## src/rtl/dcache_ctrl.sv

```systemverilog
// Direct-mapped write-back, write-allocate data cache: 8 blocks x 4 bytes.
// Define DCACHE_STATS_EN to add saturating HIT_COUNT / MISS_COUNT outputs.
module dcache_ctrl (
  input  logic        CLK,
  input  logic        RESET,
  input  logic        READ,
  input  logic        WRITE,
  input  logic [7:0]  ADDRESS,
  input  logic [7:0]  WRITEDATA,
  output logic [7:0]  READDATA,
  output logic        BUSYWAIT,
  output logic        MEM_READ,
  output logic        MEM_WRITE,
  output logic [5:0]  MEM_ADDRESS,
  output logic [31:0] MEM_WRITEDATA,
  input  logic [31:0] MEM_READDATA,
  input  logic        MEM_BUSYWAIT
`ifdef DCACHE_STATS_EN
  ,
  output logic [15:0] HIT_COUNT,
  output logic [15:0] MISS_COUNT
`endif
);

  typedef enum logic [1:0] {
    IDLE,
    WRITEBACK,
    FETCH,
    UPDATE
  } state_e;

  state_e      state_q, state_d;
  logic        issued_q, issued_d;
  logic [7:0]  valid_q, valid_d;
  logic [7:0]  dirty_q, dirty_d;
  logic [31:0] fill_q, fill_d;
  logic [2:0]  tag_q [8];
  logic [31:0] data_q [8];

  logic        arr_we;
  logic [31:0] arr_wdata;
  logic [2:0]  arr_wtag;

  logic [2:0]  tag;
  logic [2:0]  idx;
  logic [1:0]  off;
  logic        hit;
  logic        req;
  logic        mem_done;

  assign tag      = ADDRESS[7:5];
  assign idx      = ADDRESS[4:2];
  assign off      = ADDRESS[1:0];
  assign hit      = valid_q[idx] & (tag_q[idx] == tag);
  assign req      = READ | WRITE;
  // First cycle of a memory request is masked: MEM_BUSYWAIT may lag it.
  assign mem_done = issued_q & ~MEM_BUSYWAIT;

  assign BUSYWAIT = ~RESET & req & ~((state_q == IDLE) & hit);
  assign READDATA = (~RESET & hit) ?
                    data_q[idx][{off, 3'b000} +: 8] : 8'h00;

  always_comb begin
    state_d       = state_q;
    issued_d      = 1'b0;
    valid_d       = valid_q;
    dirty_d       = dirty_q;
    fill_d        = fill_q;
    arr_we        = 1'b0;
    arr_wdata     = data_q[idx];
    arr_wtag      = tag_q[idx];
    MEM_READ      = 1'b0;
    MEM_WRITE     = 1'b0;
    MEM_ADDRESS   = 6'd0;
    MEM_WRITEDATA = 32'd0;
    unique case (state_q)
      IDLE: begin
        if (req & hit) begin
          if (WRITE) begin
            arr_we = 1'b1;
            arr_wdata[{off, 3'b000} +: 8] = WRITEDATA;
            dirty_d[idx] = 1'b1;
          end
        end else if (req) begin
          state_d = dirty_q[idx] ? WRITEBACK : FETCH;
        end
      end
      WRITEBACK: begin
        MEM_WRITE     = 1'b1;
        MEM_ADDRESS   = {tag_q[idx], idx};
        MEM_WRITEDATA = data_q[idx];
        if (mem_done) state_d = FETCH;
        else          issued_d = 1'b1;
      end
      FETCH: begin
        MEM_READ    = 1'b1;
        MEM_ADDRESS = {tag, idx};
        if (mem_done) begin
          state_d = UPDATE;
          fill_d  = MEM_READDATA;
        end else begin
          issued_d = 1'b1;
        end
      end
      UPDATE: begin
        arr_we       = 1'b1;
        arr_wdata    = fill_q;
        arr_wtag     = tag;
        valid_d[idx] = 1'b1;
        dirty_d[idx] = 1'b0;
        state_d      = IDLE;
      end
      default: state_d = IDLE;
    endcase
  end

  always_ff @(posedge CLK or posedge RESET) begin
    if (RESET) begin
      state_q  <= IDLE;
      issued_q <= 1'b0;
      valid_q  <= 8'd0;
      dirty_q  <= 8'd0;
      fill_q   <= 32'd0;
    end else begin
      state_q  <= state_d;
      issued_q <= issued_d;
      valid_q  <= valid_d;
      dirty_q  <= dirty_d;
      fill_q   <= fill_d;
    end
  end

  always_ff @(posedge CLK) begin
    if (arr_we) begin
      data_q[idx] <= arr_wdata;
      tag_q[idx]  <= arr_wtag;
    end
  end

`ifdef DCACHE_STATS_EN
  logic [15:0] hit_cnt_q, hit_cnt_d;
  logic [15:0] miss_cnt_q, miss_cnt_d;
  logic        missed_q, missed_d;

  // missed_q keeps the post-refill completion out of the hit count.
  always_comb begin
    hit_cnt_d  = hit_cnt_q;
    miss_cnt_d = miss_cnt_q;
    missed_d   = missed_q;
    if (state_q == IDLE) begin
      if (req & hit) begin
        missed_d = 1'b0;
        if (~missed_q && hit_cnt_q != 16'hFFFF)
          hit_cnt_d = hit_cnt_q + 16'd1;
      end else if (req) begin
        missed_d = 1'b1;
        if (miss_cnt_q != 16'hFFFF)
          miss_cnt_d = miss_cnt_q + 16'd1;
      end
    end
  end

  always_ff @(posedge CLK or posedge RESET) begin
    if (RESET) begin
      hit_cnt_q  <= 16'd0;
      miss_cnt_q <= 16'd0;
      missed_q   <= 1'b0;
    end else begin
      hit_cnt_q  <= hit_cnt_d;
      miss_cnt_q <= miss_cnt_d;
      missed_q   <= missed_d;
    end
  end

  assign HIT_COUNT  = hit_cnt_q;
  assign MISS_COUNT = miss_cnt_q;
`endif

endmodule

```

## config.mk

```make
export PLATFORM = sky130hd
export DESIGN_NAME = dcache_ctrl
export DESIGN_NICKNAME = d
export VERILOG_FILES = /design/src/rtl/dcache_ctrl.sv
export SDC_FILE = /design/constraint.sdc
export NUM_CORES = 1
export LEC_CHECK = 0
export ABC_AREA = 1
export CAP_MARGIN = 40
export CORE_ASPECT_RATIO = 0.9
export CORE_UTILIZATION = 45
export DETAILED_ROUTE_END_ITERATION = 7
export PLACE_DENSITY = 0.65
export SLEW_MARGIN = 5
export SYNTH_ARGS = -nofsm -noshare
export SYNTH_HDL_FRONTEND = slang
export SYNTH_SLANG_ARGS = --single-unit
```

## constraint.sdc

```tcl
create_clock -name CLK -period 3.3 [get_ports CLK]
set_input_delay 0.66 -clock CLK [delete_from_list [all_inputs] [get_ports CLK]]
set_output_delay 0.66 -clock CLK [all_outputs]
set_load 0.02 [all_outputs]
```

# --- Yosys cells after proc, flatten, opt, wreduce, memory -nomap -nowiden ---
# Memories as Yosys holds them, arrays and structs flattened.
# Cells that the tools add are included.
# W data, S select, Z words.
word_totals:
  reg_bits: 51
  ramBits: 280
  inputBits: 53
  output_inout_bits: 49
  word_cells: 77
  memories: 2
classes:
  n_addsub: 1
  n_lt_le_gt_ge: 2
  n_eq_ne: 10
  n_shift: 3
  n_mux: 32
  bitwise: 15
  reduce_logical: 7
memory_table:
  columns: ["name", "words", "word_bits", "read_ports", "rd_ports_with_merged_regs", "write_ports", "line_no", "source"]
  rows:
  - ["data_q", 8, 32, 1, 0, 1, "38", "logic [31:0] data_q [8];"]
  - ["tag_q", 8, 3, 1, 0, 1, "37", "logic [2:0] tag_q [8];"]
ops:
  columns: ["cell", "count"]
  rows:
  - ["$mux W32", 3]
  - ["$pmux W32 S2", 1]
  - ["$bwmux W32", 1]
  - ["$shift A8 B7 Y32 const A", 1]
  - ["$shiftx A32 B6 Y8", 1]
  - ["$shiftx A8 B7 Y32", 1]
  - ["$mux W8", 3]
  - ["$or A8 B8 Y8", 2]
  - ["$pmux W8 S2", 1]
  - ["$pmux W6 S2", 1]
  - ["$mux W1", 11]
  - ["$mux W2", 5]
  - ["$ne A2 B2 Y1 const B", 5]
  - ["$and A8 B8 Y8", 1]
  - ["$not A8 Y8", 1]
  - ["$pmux W2 S4", 1]
  - ["$and A1 B1 Y1", 7]
  - ["$neg A5 Y7", 1]
  - ["$bmux W1 S3", 2]
  - ["$eq A2 B2 Y1 const B", 2]
  - ["$lt A3 B4 Y1 const B", 1]
  - ["$reduce_and A4 Y1", 1]
  - ["$demux W1 S3", 1]
  - ["$eq A3 B3 Y1", 1]
  - ["13 further kinds", 15]

# --- Longest topological paths before layout ---
# Gate-level depths: netlist (run 1).
logic_depth:
  word_depth: 8
  ltp_mapped: 17
  mapped_depth_nobuf: 15

# --- Worst setup path before layout (run 1) ---
# Ideal clock, no wire load.
synth_path:
  path_type: "input -> register"
  startpoint: "input port ADDRESS[4]"
  endpoint: "memory data_q[0][0], enable pin"
  setup_ns: 0.427
  arrival_ns: 3.468
  t_required_ns: 2.873
  path_slack_ns: -0.596
  path_stages: 15
  path_cell_list: "buf_4 > inv_2 > nor2_1 > nand3_1 > nand2_1 > clkinv_1 > nand2_1 > nand2_1 > nand2_1 > nand2_1 > nor2_4 > nand2_1 > o21ai_1 > nand2_1 > nor2_1"
synth_between:
  elab_chain_len: 8
  word_cells_on_any_way: 10
  classes_between: "eq/ne: 1; mux: 6; bitwise: 2; memory: 1"
synth_rtl:
  columns: ["element", "line_no", "source"]
  rows:
  - ["start: declaration", "8", "input logic [7:0] ADDRESS,"]
  - ["$mem_v2 Z8 W3 / $bmux W1 S3 (equally long branches)", null, null]
  - ["$eq A3 B3 Y1 / $mux W1 (equally long branches)", "54", "assign hit = valid_q[idx] & (tag_q[idx] == tag);"]
  - ["$and A1 B1 Y1", "54", null]
  - ["$and A1 B1 Y1", "78", "if (req & hit) begin"]
  - ["$mux W1", "78", null]
  - ["$pmux W1 S2", "76", "unique case (state_q)"]
  - ["$mux W1", "134", "if (arr_we) begin"]
  - ["$mux W1 (not written as such)", "135", "data_q[idx] <= arr_wdata;"]
  - ["end: declaration", "38", null]
# Several ways; a longest one is shown, not always the timed one. The select of a mux whose other input is x is not followed.

# --- Worst setup path in the final report (run 1) ---
layout_path:
  startpoint: "input port ADDRESS[2]"
  endpoint: "output port READDATA[0]"
layout_between:
  elab_chain_len: 5
  word_cells_on_any_way: 9
  classes_between: "eq/ne: 1; shift: 1; mux: 3; bitwise: 2; memory: 2"
layout_rtl:
  columns: ["element", "line_no", "source"]
  rows:
  - ["branches (longest 4 deep; another with $mem_v2 Z8 W32)", null, null]
  - ["$mux W8 *", "60", "assign READDATA = (~RESET & hit) ?"]
  - ["end: declaration", "10", "output logic [7:0] READDATA,"]
# Mark *: on every way between the ends. The select of a mux whose other input is x is not followed.

==> results of run 1 <==
[synthesized netlist by cell type, drive strengths merged, types with 6 or more instances]
cell / number / area, um^2
buf: 25 / 145
mux2: 31 / 349
ha: 10 / 125
or2: 6 / 37.5
nand3: 59 / 328
a21oi: 28 / 140
dfrtp: 51 / 1280
nor3: 17 / 85.1
o22ai: 85 / 532
nor2: 205 / 807
clkbuf: 39 / 146
inv: 117 / 439
edfxtp: 280 / 8410
nand2: 392 / 1480
nand4: 22 / 138
o21ai: 71 / 355
[cell type report]
cell class / instances / area, um^2
fill: 2668 / 12900
sequential: 331 / 9680
multi-input combinational: 939 / 4660
timing repair buffer: 307 / 2860
clock buffer: 44 / 962
tap: 416 / 520
inverter: 122 / 467
clock inverter: 20 / 206
[through the flow]
step	utilization [%]	hold WS [ps]	std cells
finish	60.0	479	2179
global route	60.0	507	2179
CTS	59.6	482	2176
detailed placement	55.9	467	2111
global placement	55.9	455	2109
floorplan	-	439	1456
[worst reg2reg max path, stage by stage, from the launching register on]
cell      delay [ps]
edfxtp_1         380
inv_1             70
nand2_1           50
nand3_1           80
nand2_1           80
nor2_1           150
buf_4            130
nand2_1           40
nand2_1           70
nand2_1           90
nor2_4           100
nand2_1           80
buf_4            150
o21ai_1          110
nand2_1          110
buf_12           180
nor2_4           130
buf_4            290
[logic make-up after synthesis]
group	Yosys count	synth area share [%]
buffers and inverters	186	5.02
AOI/OAI and AO/OA	196	7.54
and+or+nand+nor	702	19.3
muxes	31	2.34
adders and majority gates	10	0.839
DFF	331	64.9
[flip-flops by register name (all words and copies together) (netlist names), named ones only]
| register | count |
|---|---|
| state_q | 2 |
| tag_q | 24 |
| fill_q | 32 |
| data_q | 256 |
| issued_q | 1 |
| valid_q | 8 |
[routing by layer]
metal	track usage, %	part of all wire (%)	vias to the layer above
met1	37.1	40	5731
met3	6.25	10	94
met4	10.2	3.3	2
li1	-	-	5550
met5	1.85	0.17	-
met2	44.4	46	682
[power by group through the flow]
stage	logic [uW]	clock network, uW	registers, uW
3_3_place_gp	4600	0	6130
3_5_place_dp	4680	0	6150
6_report	4750	4030	6070
5_1_grt	5080	4220	6110
4_1_cts	4650	4070	6070
2_1_floorplan	2450	0	6080
[what timing repair did]
action	in CTS	in global routing
hold buffers	0	0
resized for setup	84	58
setup buffers	1	3
pin swaps	1	7
endpoints found under the setup margin	43	31
[worst max path at each step]
stage	from	to	slack (ps)	depth (start not counted)
2_1_floorplan	ADDRESS[4]	data_q[0][0]$_DFFE_PP_	-120	15
3_3_place_gp	ADDRESS[4]	READDATA[4]	-960	12
3_5_place_dp	ADDRESS[4]	READDATA[4]	-950	12
4_1_cts	ADDRESS[3]	READDATA[4]	-50	15
5_1_grt	ADDRESS[2]	READDATA[0]	-30	16
6_report	ADDRESS[2]	READDATA[0]	40	16
==> results by group, run 1 <==
Outcome
  • Outcome: finished, final reports clean

Die
  • Die area: 33,900 um^2
  • # IOs: 102
  • Initial Utilization: 46.2%
  • Die width: 194 um
  • Die Y: 175 um
  • Num rows: 62
  • Core ar.: 32,300 um^2

Pwr
  • Internal: 9810 uW
  • Peak VDD IR: 0.000471 V
  • P per Cell Area: 766 nW/um^2
  • Clock share of power: 27.1%
  • Reg power frac: 40.9%
  • Sw frac: 33.9%
  • Pleak: 0.00812 uW
  • Net Switching: 5040 uW
  • Comb pwr share: 32.0%
  • Final Total Pwr: 14,800 uW

Setup path
  • Crit-path most repeated cell: nor2_1
  • Slowest cell on crit path: a21oi_4
  • Critical-path maximum fanout: 6
  • Crit path largest cell delay: 180 ps
  • Critical Path Sink Type: output port
  • R2R cell count: 17
  • R2R Setup Slk: 690 ps
  • Critical Path Start Type: primary input
  • Setup Crit Path Kind: in2out
  • Worst-path cell chain: buf_2 -> inv_2 -> buf_4 -> nand3_2 -> nor2_1 -> nor2_1 -> nand2_1 -> nor2_1 -> nand2_1 -> nor2_2 -> nand2_2 -> nor2_4 -> buf_6 -> nand2_4 -> a21oi_4 -> buf_6
  • FF-to-FF Start: tag_q[4][0]$_DFFE_PP_
  • Buf/Inv on CP: 5
  • Critical path's top delay family: simple AND/OR/NAND/NOR gates
  • WP data required: 2640 ps
  • Crit path arrival time: 2600 ps
  • Critical R2R Capture: data_q[5][27]$_DFFE_PP_

Synth
  • EDFF count, synth: 280
  • Yosys reg bits: 331
  • Syn Inst Count: 1,456
  • Ys flop type: edfxtp_1
  • Async set or reset register ratio after synthesis: 15.4%
  • Unique masters post-synth: 35
  • Seq/Total Area, Yosys: 64.9%
  • Post-Syn Area: 14,900 um^2
  • Synth warn: 0
  • Mean Syn Cell Area: 10.2 um^2
  • Syn nets: 1,519

Finish
  • Design area: 19,400 um^2
  • Synthesis-to-layout area growth: 29.8%
  • Most common cell after layout, fill and taps aside: nand2_1
  • # diodes: 0
  • Most frequent cells in the layout: nand2_1 (386), edfxtp_1 (280), nor2_1 (180)
  • Share of layout cells above drive strength 1: 21.0%
  • # nets final: 1,800

Min path
  • Hold depth: 2
  • Worst hold path type: reg2reg

STA
  • Max-slew headroom: 51.4%
  • Final WS setup: 40.2 ps
  • Max Freq: 307 MHz
  • Hold violation count in the final report: 0
  • Period utilisation layout: 98.8%
  • Min Tclk post-route: 3260 ps
  • Setup violators final: 0
  • Final Skew: 9.59 ps
  • Worst-Margin Slew: 728 ps
  • Max-slew violations: 0
  • Final setup TNS: 0 ps

Global routing
  • Global route total overflow: 0
  • Global-route wire length before repair: 70,300 um
  • GRT Total Usage: 27.8%
  • Initial antenna violation count: 0
  • Largest net degree at the start of global routing: 52
  • Vias in the first global route: 11,900

Placement
  • DP Wirelength: 32,600 um
  • Pre-CTS setup slack: -945 ps
  • Placer Congestion: 0.966
  • I/O Buffers: 101
  • Post-DP Area: 18,000 um^2

Detailed routing
  • DR pass1 iterations: 7
  • Routed wire length: 46,600 um
  • Vias: 12,100
  • Final ANT Viol Nets: 0
  • Routed WL per cell: 21.4 um
  • Vias per cell: 5.53
  • DRC viols: 0
  • DRT iter0 DRCs: 1,179

Clock tree
  • Clock buffer count from CTS: 36
  • Clk_lat worst skew: 530 ps
  • Clock sink count: 331
  • CTS root buffer: clkbuf_16
  • H-Tree Depth: 2
  • Clock Pin Slew Worst Setup and Hold Paths: 60 ps
  • CTS tree: built
  • CTS max path bufs: 3

Flow run
  • Max_cap viols: 0
Power figures use the tool's default switching activity.
==> run 2: changes to the inputs <==
--- a/config.mk
+++ b/config.mk
@@ -5,7 +5,6 @@
 export SDC_FILE = /design/constraint.sdc
 export NUM_CORES = 1
 export LEC_CHECK = 0
-export ABC_AREA = 1
 export CAP_MARGIN = 40
 export CORE_ASPECT_RATIO = 0.9
 export CORE_UTILIZATION = 45
==> run 2 against run 1 <==
Compared with the run above: the flow now finishes with violations (setup timing); core utilization increased by 1.3 points; worst hold slack worse by 1.3 ps; cell count decreased by 19%; critical path type unchanged.
==> results by group, run 2 <==
Detailed routing
  • DRC viols: 0 (unchanged)
  • Routed WL per cell: 25.6 um (was 21.4 um)
  • Vias: 10,600 (was 12,100)
  • Routed wire length: 45,100 um (was 46,600 um)
  • Vias per cell: 6.02 (was 5.53)
  • DRT iter0 DRCs: 1,075 (was 1,179)
  • Final ANT Viol Nets: 0 (unchanged)
  • DR pass1 iterations: 7 (unchanged)

Synth
  • Share of Yosys cell area claimed by the top area cell type: 56.7% (was 56.4%)
  • Synth warn: 0 (unchanged)
  • Syn nets: 1,049 (was 1,519)
  • EDFF count, synth: 280 (unchanged)
  • Ys flop type: edfxtp_1 (unchanged)
  • Largest area contributor in the netlist: edfxtp_1 (unchanged)
  • Unique masters post-synth: 77 (was 35)
  • Post-Syn Area: 14,800 um^2 (was 14,900 um^2)
  • Yosys reg bits: 331 (unchanged)
  • Most frequent cells after synthesis: edfxtp_1 (280), mux2_2 (67), nor2_1 (66) (was nand2_1 (389), edfxtp_1 (280), nor2_1 (196))
  • Ranking of synthesized cells by area: edfxtp_1 (57%), dfrtp_1 (8.6%), mux2_2 (5.1%) (was edfxtp_1 (56%), nand2_1 (9.8%), dfrtp_1 (8.6%))
  • Syn Inst Count: 986 (was 1,456)
  • Async set or reset register ratio after synthesis: 15.4% (unchanged)
  • Mean Syn Cell Area: 15.1 um^2 (was 10.2 um^2)
  • Seq/Total Area, Yosys: 65.3% (was 64.9%)
  • Most common cell in the netlist: edfxtp_1 (was nand2_1)

STA
  • Period utilisation layout: 103% (was 98.8%)
  • Setup violators final: 2 (was 0)
  • Max-slew headroom: 38.6% (was 51.4%)
  • Hold violation count in the final report: 0 (unchanged)
  • Final WS setup: -99.5 ps (was 40.2 ps)
  • RSZ-0062 raised after global routing: true
  • Max Freq: 294 MHz (was 307 MHz)
  • Hold slack: 478 ps (was 479 ps)
  • Final setup TNS: -102 ps (was 0 ps)
  • Worst-Margin Slew: 913 ps (was 728 ps)
  • Final Skew: 15.7 ps (was 9.59 ps)
  • Max-slew violations: 0 (unchanged)
  • Min Tclk post-route: 3400 ps (was 3260 ps)

Pwr
  • Pleak: 0.00738 uW (was 0.00812 uW)
  • Peak VDD IR: 0.000490 V (was 0.000471 V)
  • Final Total Pwr: 14,500 uW (was 14,800 uW)
  • P per Cell Area: 737 nW/um^2 (was 766 nW/um^2)

Min path
  • Hold depth: 1 (was 2)
  • Worst hold path type: reg2reg (unchanged)
  • Hold wc startpoint: valid_q[6]$_DFFE_PP0P_
  • Hold Path Sink: valid_q[6]$_DFFE_PP0P_

Setup path
  • Critical Path Sink Type: output port (unchanged)
  • Setup Crit Path Kind: in2out (unchanged)
  • WP data required: 2640 ps (about the same)
  • Critical-path maximum fanout: 7 (was 6)
  • R2R cell count: 9 (was 17)
  • Critical R2R Capture: data_q[3][12]$_DFFE_PP_ (was data_q[5][27]$_DFFE_PP_)
  • Critical Path Start: ADDRESS[3] (was ADDRESS[2])
  • R2R Setup Slk: 490 ps (was 690 ps)
  • Crit path arrival time: 2740 ps (was 2600 ps)
  • FF-to-FF Start: tag_q[6][0]$_DFFE_PP_ (was tag_q[4][0]$_DFFE_PP_)
  • Critical Path Start Type: primary input (unchanged)

Global routing
  • Largest net degree at the start of global routing: 33 (was 52)
  • Initial antenna violation count: 0 (unchanged)
  • GRT Total Usage: 26.9% (was 27.8%)
  • Vias in the first global route: 10,800 (was 11,900)
  • Global route total overflow: 0 (unchanged)
  • Global-route wire length before repair: 67,200 um (was 70,300 um)

Finish
  • Most common cell after layout, fill and taps aside: edfxtp_1 (was nand2_1)
  • Most frequent cells in the layout: edfxtp_1 (280), buf_4 (224), mux2_2 (65) (was nand2_1 (386), edfxtp_1 (280), nor2_1 (180))
  • Share of layout cells above drive strength 1: 37.2% (was 21.0%)
  • Top Registers: data_q x256, fill_q x32, tag_q x24 (unchanged)
  • # diodes: 0 (unchanged)
  • # nets final: 1,382 (was 1,800)
  • Max reg flops: 256 (unchanged)
  • Design area: 19,700 um^2 (was 19,400 um^2)
  • Top reg by flops: data_q (unchanged)
  • Synthesis-to-layout area growth: 32.9% (was 29.8%)

Placement
  • Pre-CTS setup slack: -846 ps (was -945 ps)
  • Post-DP Area: 18,100 um^2 (was 18,000 um^2)
  • DP Wirelength: 30,900 um (was 32,600 um)
  • I/O Buffers: 101 (unchanged)
  • Placer Congestion: 0.919 (was 0.966)

Clock tree
  • Clock buffer count from CTS: 36 (unchanged)
  • CTS tree: built (unchanged)
  • CTS max path bufs: 3 (unchanged)
  • Clock Pin Slew Worst Setup and Hold Paths: 60 ps (about the same)
  • CTS root buffer: clkbuf_16 (unchanged)
  • Hold-fix buffers, CTS: 0 (unchanged)
  • Clock sink count: 331 (unchanged)
  • Clk_lat worst skew: 530 ps (about the same)
  • H-Tree Depth: 2 (unchanged)

Die
  • # IOs: 102 (unchanged)
  • Die Y: 174 um (was 175 um)
  • Core ar.: 32,200 um^2 (was 32,300 um^2)
  • Num rows: 62 (unchanged)
  • Die width: 193 um (was 194 um)
  • Initial Utilization: 46.1% (was 46.2%)
  • Die area: 33,700 um^2 (was 33,900 um^2)

Outcome
  • Failing checks: setup timing
  • Outcome: complete, but fails checks (was finished, final reports clean)

Flow run
  • Max_cap viols: 0 (unchanged)
==> run 2: per-layer routing <==
| metal | global-route usage [%] | part of all wire, % | vias to the layer above |
|---|---|---|---|
| met5 | 0 | 0 | - |
| met4 | 11.1 | 4.2 | 0 |
| met3 | 4.35 | 7.5 | 111 |
| met2 | 43.3 | 47 | 524 |
| met1 | 36.6 | 41 | 5365 |
| li1 | - | - | 4613 |
==> run 2: stage by stage <==
| step | instances | util, % |
|---|---|---|
| 6_report | 1762 | 61.3 |
| 5_1_grt | 1762 | 61.3 |
| 4_1_cts | 1755 | 60.7 |
| 3_5_place_dp | 1683 | 56.3 |
| 3_3_place_gp | 1683 | 56.3 |
| 2_1_floorplan | 986 | - |
==> run 2: timing repair <==
action / 4_1_cts / 5_1_grt
cloned: 1 / 0
buffers inserted: 7 / 8
setup endpoints to repair: 41 / 15
gates resized for setup: 134 / 30
pin swaps: 11 / 16
==> run 2: critical path, cell delays in order <==
cell and delay, ps:
buf_12 100, buf_4 120, nand2b_4 170, buf_4 170, o221ai_1 140, a221oi_1 330, buf_4 200, mux2i_1 120
a2111oi_4 320, buf_4 160, clkdlybuf4s15_2 250
==> run 2: worst max path at each step <==
| stage | to | slack [ps] | depth (start not counted) |
|---|---|---|---|
| 6_report | READDATA[6] | -100 | 11 |
| 5_1_grt | READDATA[6] | -130 | 10 |
| 4_1_cts | READDATA[6] | -110 | 11 |
| 3_5_place_dp | READDATA[6] | -850 | 9 |
| 3_3_place_gp | READDATA[6] | -830 | 9 |
| 2_1_floorplan | data_q[7][0]$_DFFE_PP_ | -150 | 8 |
==> run 2: power breakdown <==
part,switching (uW),leakage (uW),total (uW),internal (uW)
registers,217,0.00312,5990,5770
logic,2760,0.00372,4660,1900
clock network,1590,0.000544,3880,2290
==> run 2: logic make-up (layout without fill, tap and decap cells) <==
| family | Yosys count | in the layout | share of synthesized area (%) |
|---|---|---|---|
| flip-flops | 331 | 331 | 65.3 |
| AO/OA/AOI/OAI | 220 | 220 | 12.5 |
| AND/OR/NAND/NOR | 200 | 200 | 6.54 |
| multiplexers | 128 | 128 | 11.3 |
| buffers and inverters | 97 | 457 | 3.60 |
| adder cells (fa/ha/maj) | 10 | 10 | 0.843 |
==> run 2: area by class of cell <==
cell class                      instances  area (um^2)
Fill cell                            2383        12500
Sequential cell                       331         9680
Multi-Input combinational cell        558         4990
Timing Repair Buffer                  358         3280
Clock buffer                           48          967
Tap cell                              416          520
Clock inverter                         17          155
Inverter                               34          130
==> run 3: changes to the inputs <==
--- a/config.mk
+++ b/config.mk
@@ -8,6 +8,7 @@
 export CAP_MARGIN = 40
 export CORE_ASPECT_RATIO = 0.9
 export CORE_UTILIZATION = 45
+export CTS_BUF_LIST = sky130_fd_sc_hd__clkbuf_4
 export DETAILED_ROUTE_END_ITERATION = 7
 export PLACE_DENSITY = 0.65
 export SLEW_MARGIN = 5
==> run 3 against run 2 <==
Compared with the run above: the flow still finishes with violations (setup timing); combinational power barely moved; fmax rose by 0.66%; design area rose by 0.87%; critical path type unchanged; largest power group unchanged; highest routed layer unchanged.
==> results by group, run 3 (synthesized netlist as in run 2, its figures left out) <==
Outcome
  • Outcome: complete, but fails checks (unchanged)
  • Failing checks: setup timing (unchanged)

STA
  • Hold slack: 479 ps (was 478 ps)
  • Final setup TNS: -127 ps (was -102 ps)
  • Max Freq: 296 MHz (was 294 MHz)
  • Final WS setup: -77.4 ps (was -99.5 ps)
  • Period utilisation layout: 102% (was 103%)
  • Setup violators final: 2 (unchanged)
  • Final Skew: 35.8 ps (was 15.7 ps)
  • Worst-Margin Slew: 883 ps (was 913 ps)
  • Max-slew violations: 0 (unchanged)
  • Hold violation count in the final report: 0 (unchanged)
  • Max-slew headroom: 40.6% (was 38.6%)
  • Min Tclk post-route: 3380 ps (was 3400 ps)
  • RSZ-0062 raised after global routing: true (unchanged)

Die
  • # IOs: 102 (unchanged)
  • Initial Utilization: 46.1% (unchanged)
  • Die Y: 174 um (unchanged)
  • Core ar.: 32,200 um^2 (unchanged)
  • Die area: 33,700 um^2 (unchanged)
  • Die width: 193 um (unchanged)
  • Num rows: 62 (unchanged)

Finish
  • Top reg by flops: data_q (unchanged)
  • Top Registers: data_q x256, fill_q x32, tag_q x24 (unchanged)
  • Fin cells: 1,861 (was 1,762)
  • Most frequent cells in the layout: edfxtp_1 (280), buf_4 (233), clkbuf_4 (132) (was edfxtp_1 (280), buf_4 (224), mux2_2 (65))
  • Synthesis-to-layout area growth: 34.0% (was 32.9%)
  • # nets final: 1,445 (was 1,382)
  • Max reg flops: 256 (unchanged)
  • Share of layout cells above drive strength 1: 42.4% (was 37.2%)
  • Most common cell after layout, fill and taps aside: edfxtp_1 (unchanged)
  • Utilization after layout: 61.8% (was 61.3%)

Detailed routing
  • DR pass1 iterations: 5 (was 7)
  • Vias per cell: 5.89 (was 6.02)
  • DRT iter0 DRCs: 1,040 (was 1,075)
  • Routed wire length: 45,600 um (was 45,100 um)
  • Vias: 11,000 (was 10,600)
  • Routed WL per cell: 24.5 um (was 25.6 um)
  • Final ANT Viol Nets: 0 (unchanged)
  • DRC viols: 0 (unchanged)

Placement
  • Placer Congestion: 0.919 (unchanged)
  • DP Wirelength: 30,900 um (unchanged)
  • Inst Count DP: 1,683 (unchanged)
  • I/O Buffers: 101 (unchanged)

Clock tree
  • Clock buffer count from CTS: 86 (was 36)
  • CTS max path bufs: 3 (unchanged)
  • CTS root buffer: clkbuf_4 (was clkbuf_16)
  • Hold-fix buffers, CTS: 0 (unchanged)
  • CTS tree: built (unchanged)
  • Clock sink count: 331 (unchanged)
  • Clk_lat worst skew: 730 ps (was 530 ps)
  • H-Tree Depth: 3 (was 2)
  • Clock Pin Slew Worst Setup and Hold Paths: 70 ps (was 60 ps)

Pwr
  • P per Cell Area: 719 nW/um^2 (was 737 nW/um^2)
  • Peak VDD IR: 0.000451 V (was 0.000490 V)
  • Final Total Pwr: 14,300 uW (was 14,500 uW)
  • Pleak: 0.00760 uW (was 0.00738 uW)

Global routing
  • GRT Total Usage: 27.0% (was 26.9%)
  • Initial antenna violation count: 1 (was 0)
  • Global-route wire length before repair: 67,500 um (was 67,200 um)
  • Largest net degree at the start of global routing: 33 (unchanged)
  • Vias in the first global route: 11,100 (was 10,800)
  • Global route total overflow: 0 (unchanged)

Setup path
  • Critical Path Start Type: primary input (unchanged)
  • Critical R2R Capture: data_q[4][13]$_DFFE_PP_ (was data_q[3][12]$_DFFE_PP_)
  • Critical-path maximum fanout: 8 (was 7)
  • WP data required: 2640 ps (about the same)
  • Slowest cell on crit path: mux4_2 (was a221oi_1)
  • Crit path arrival time: 2720 ps (was 2740 ps)
  • Critical Path Sink Type: output port (unchanged)
  • R2R cell count: 10 (was 9)
  • Worst-path cell chain: buf_16 -> buf_12 -> buf_4 -> buf_12 -> buf_4 -> mux4_2 -> mux2i_4 -> inv_1 -> mux4_2 -> and2_1 -> buf_2 (was buf_12 -> buf_4 -> nand2b_4 -> buf_4 -> o221ai_1 -> a221oi_1 -> buf_4 -> mux2i_1 -> a2111oi_4 -> buf_4 -> clkdlybuf4s15_2)
  • R2R Setup Slk: 360 ps (was 490 ps)
  • Crit path largest cell delay: 460 ps (was 330 ps)
  • FF-to-FF Start: tag_q[1][2]$_DFFE_PP_ (was tag_q[6][0]$_DFFE_PP_)
  • Setup Crit Path Kind: in2out (unchanged)

Flow run
  • Max_cap viols: 0 (unchanged)

Min path
  • Worst hold path type: reg2reg (unchanged)
  • Hold Path Sink: valid_q[4]$_DFFE_PP0P_ (was valid_q[6]$_DFFE_PP0P_)
  • Hold depth: 1 (unchanged)
  • Hold wc startpoint: valid_q[4]$_DFFE_PP0P_ (was valid_q[6]$_DFFE_PP0P_)
==> run 3: worst max path at each step <==
| stage | from | to | slack [ps] |
|---|---|---|---|
| floorplan | ADDRESS[4] | data_q[7][0]$_DFFE_PP_ | -150 |
| global placement | ADDRESS[2] | READDATA[6] | -830 |
| detailed placement | ADDRESS[2] | READDATA[6] | -850 |
| CTS | ADDRESS[4] | READDATA[1] | -150 |
| global route | ADDRESS[4] | READDATA[0] | -110 |
| finish | ADDRESS[4] | READDATA[0] | -80 |
==> run 3: timing repair <==
item / 4_1_cts / 5_1_grt
pin swaps: 7 / 17
gates resized for setup: 134 / 52
buffers inserted: 6 / 20
cloned: 0 / 1
setup endpoints to repair: 47 / 16
==> run 3: where the power goes <==
part	internal (uW)	switching, uW	total [uW]
clock network	1990	1680	3670
logic	1890	2760	4650
registers	5770	216	5980
total	9650	4660	14300
==> run 3: metal layers <==
| metal | vias to the layer above | wire (um) | global-route usage, % |
|---|---|---|---|
| met5 | - | 0 | 0 |
| met4 | 0 | 1980 | 13.9 |
| met3 | 124 | 3490 | 4.68 |
| met2 | 577 | 21400 | 42.8 |
| met1 | 5470 | 18700 | 36.0 |
| li1 | 4789 | - | - |
==> run 3: layout make-up <==
type                       instances  area [um^2]
tap                              416          520
clock buffer                     132          991
clock inverter                    18          148
antenna                            1         2.50
multi-input combinational        558         5020
inverter                          34          130
fill                            2386        12300
sequential                       331         9680
timing repair buffer             371         3400
==> run 3: worst max-delay path: cells and delay by family <==
family / cells / cell delay [ps]
muxes: 3 / 960
buffers and inverters: 7 / 910
and+or+nand+nor: 1 / 180
==> run 3: metrics by stage <==
| step | worst slack, ps | area [um^2] |
|---|---|---|
| floorplan | -148 | 14900 |
| global placement | -832 | 18100 |
| detailed placement | -846 | 18100 |
| CTS | -149 | 19500 |
| global route | -114 | 19900 |
| finish | -77.4 | 19900 |
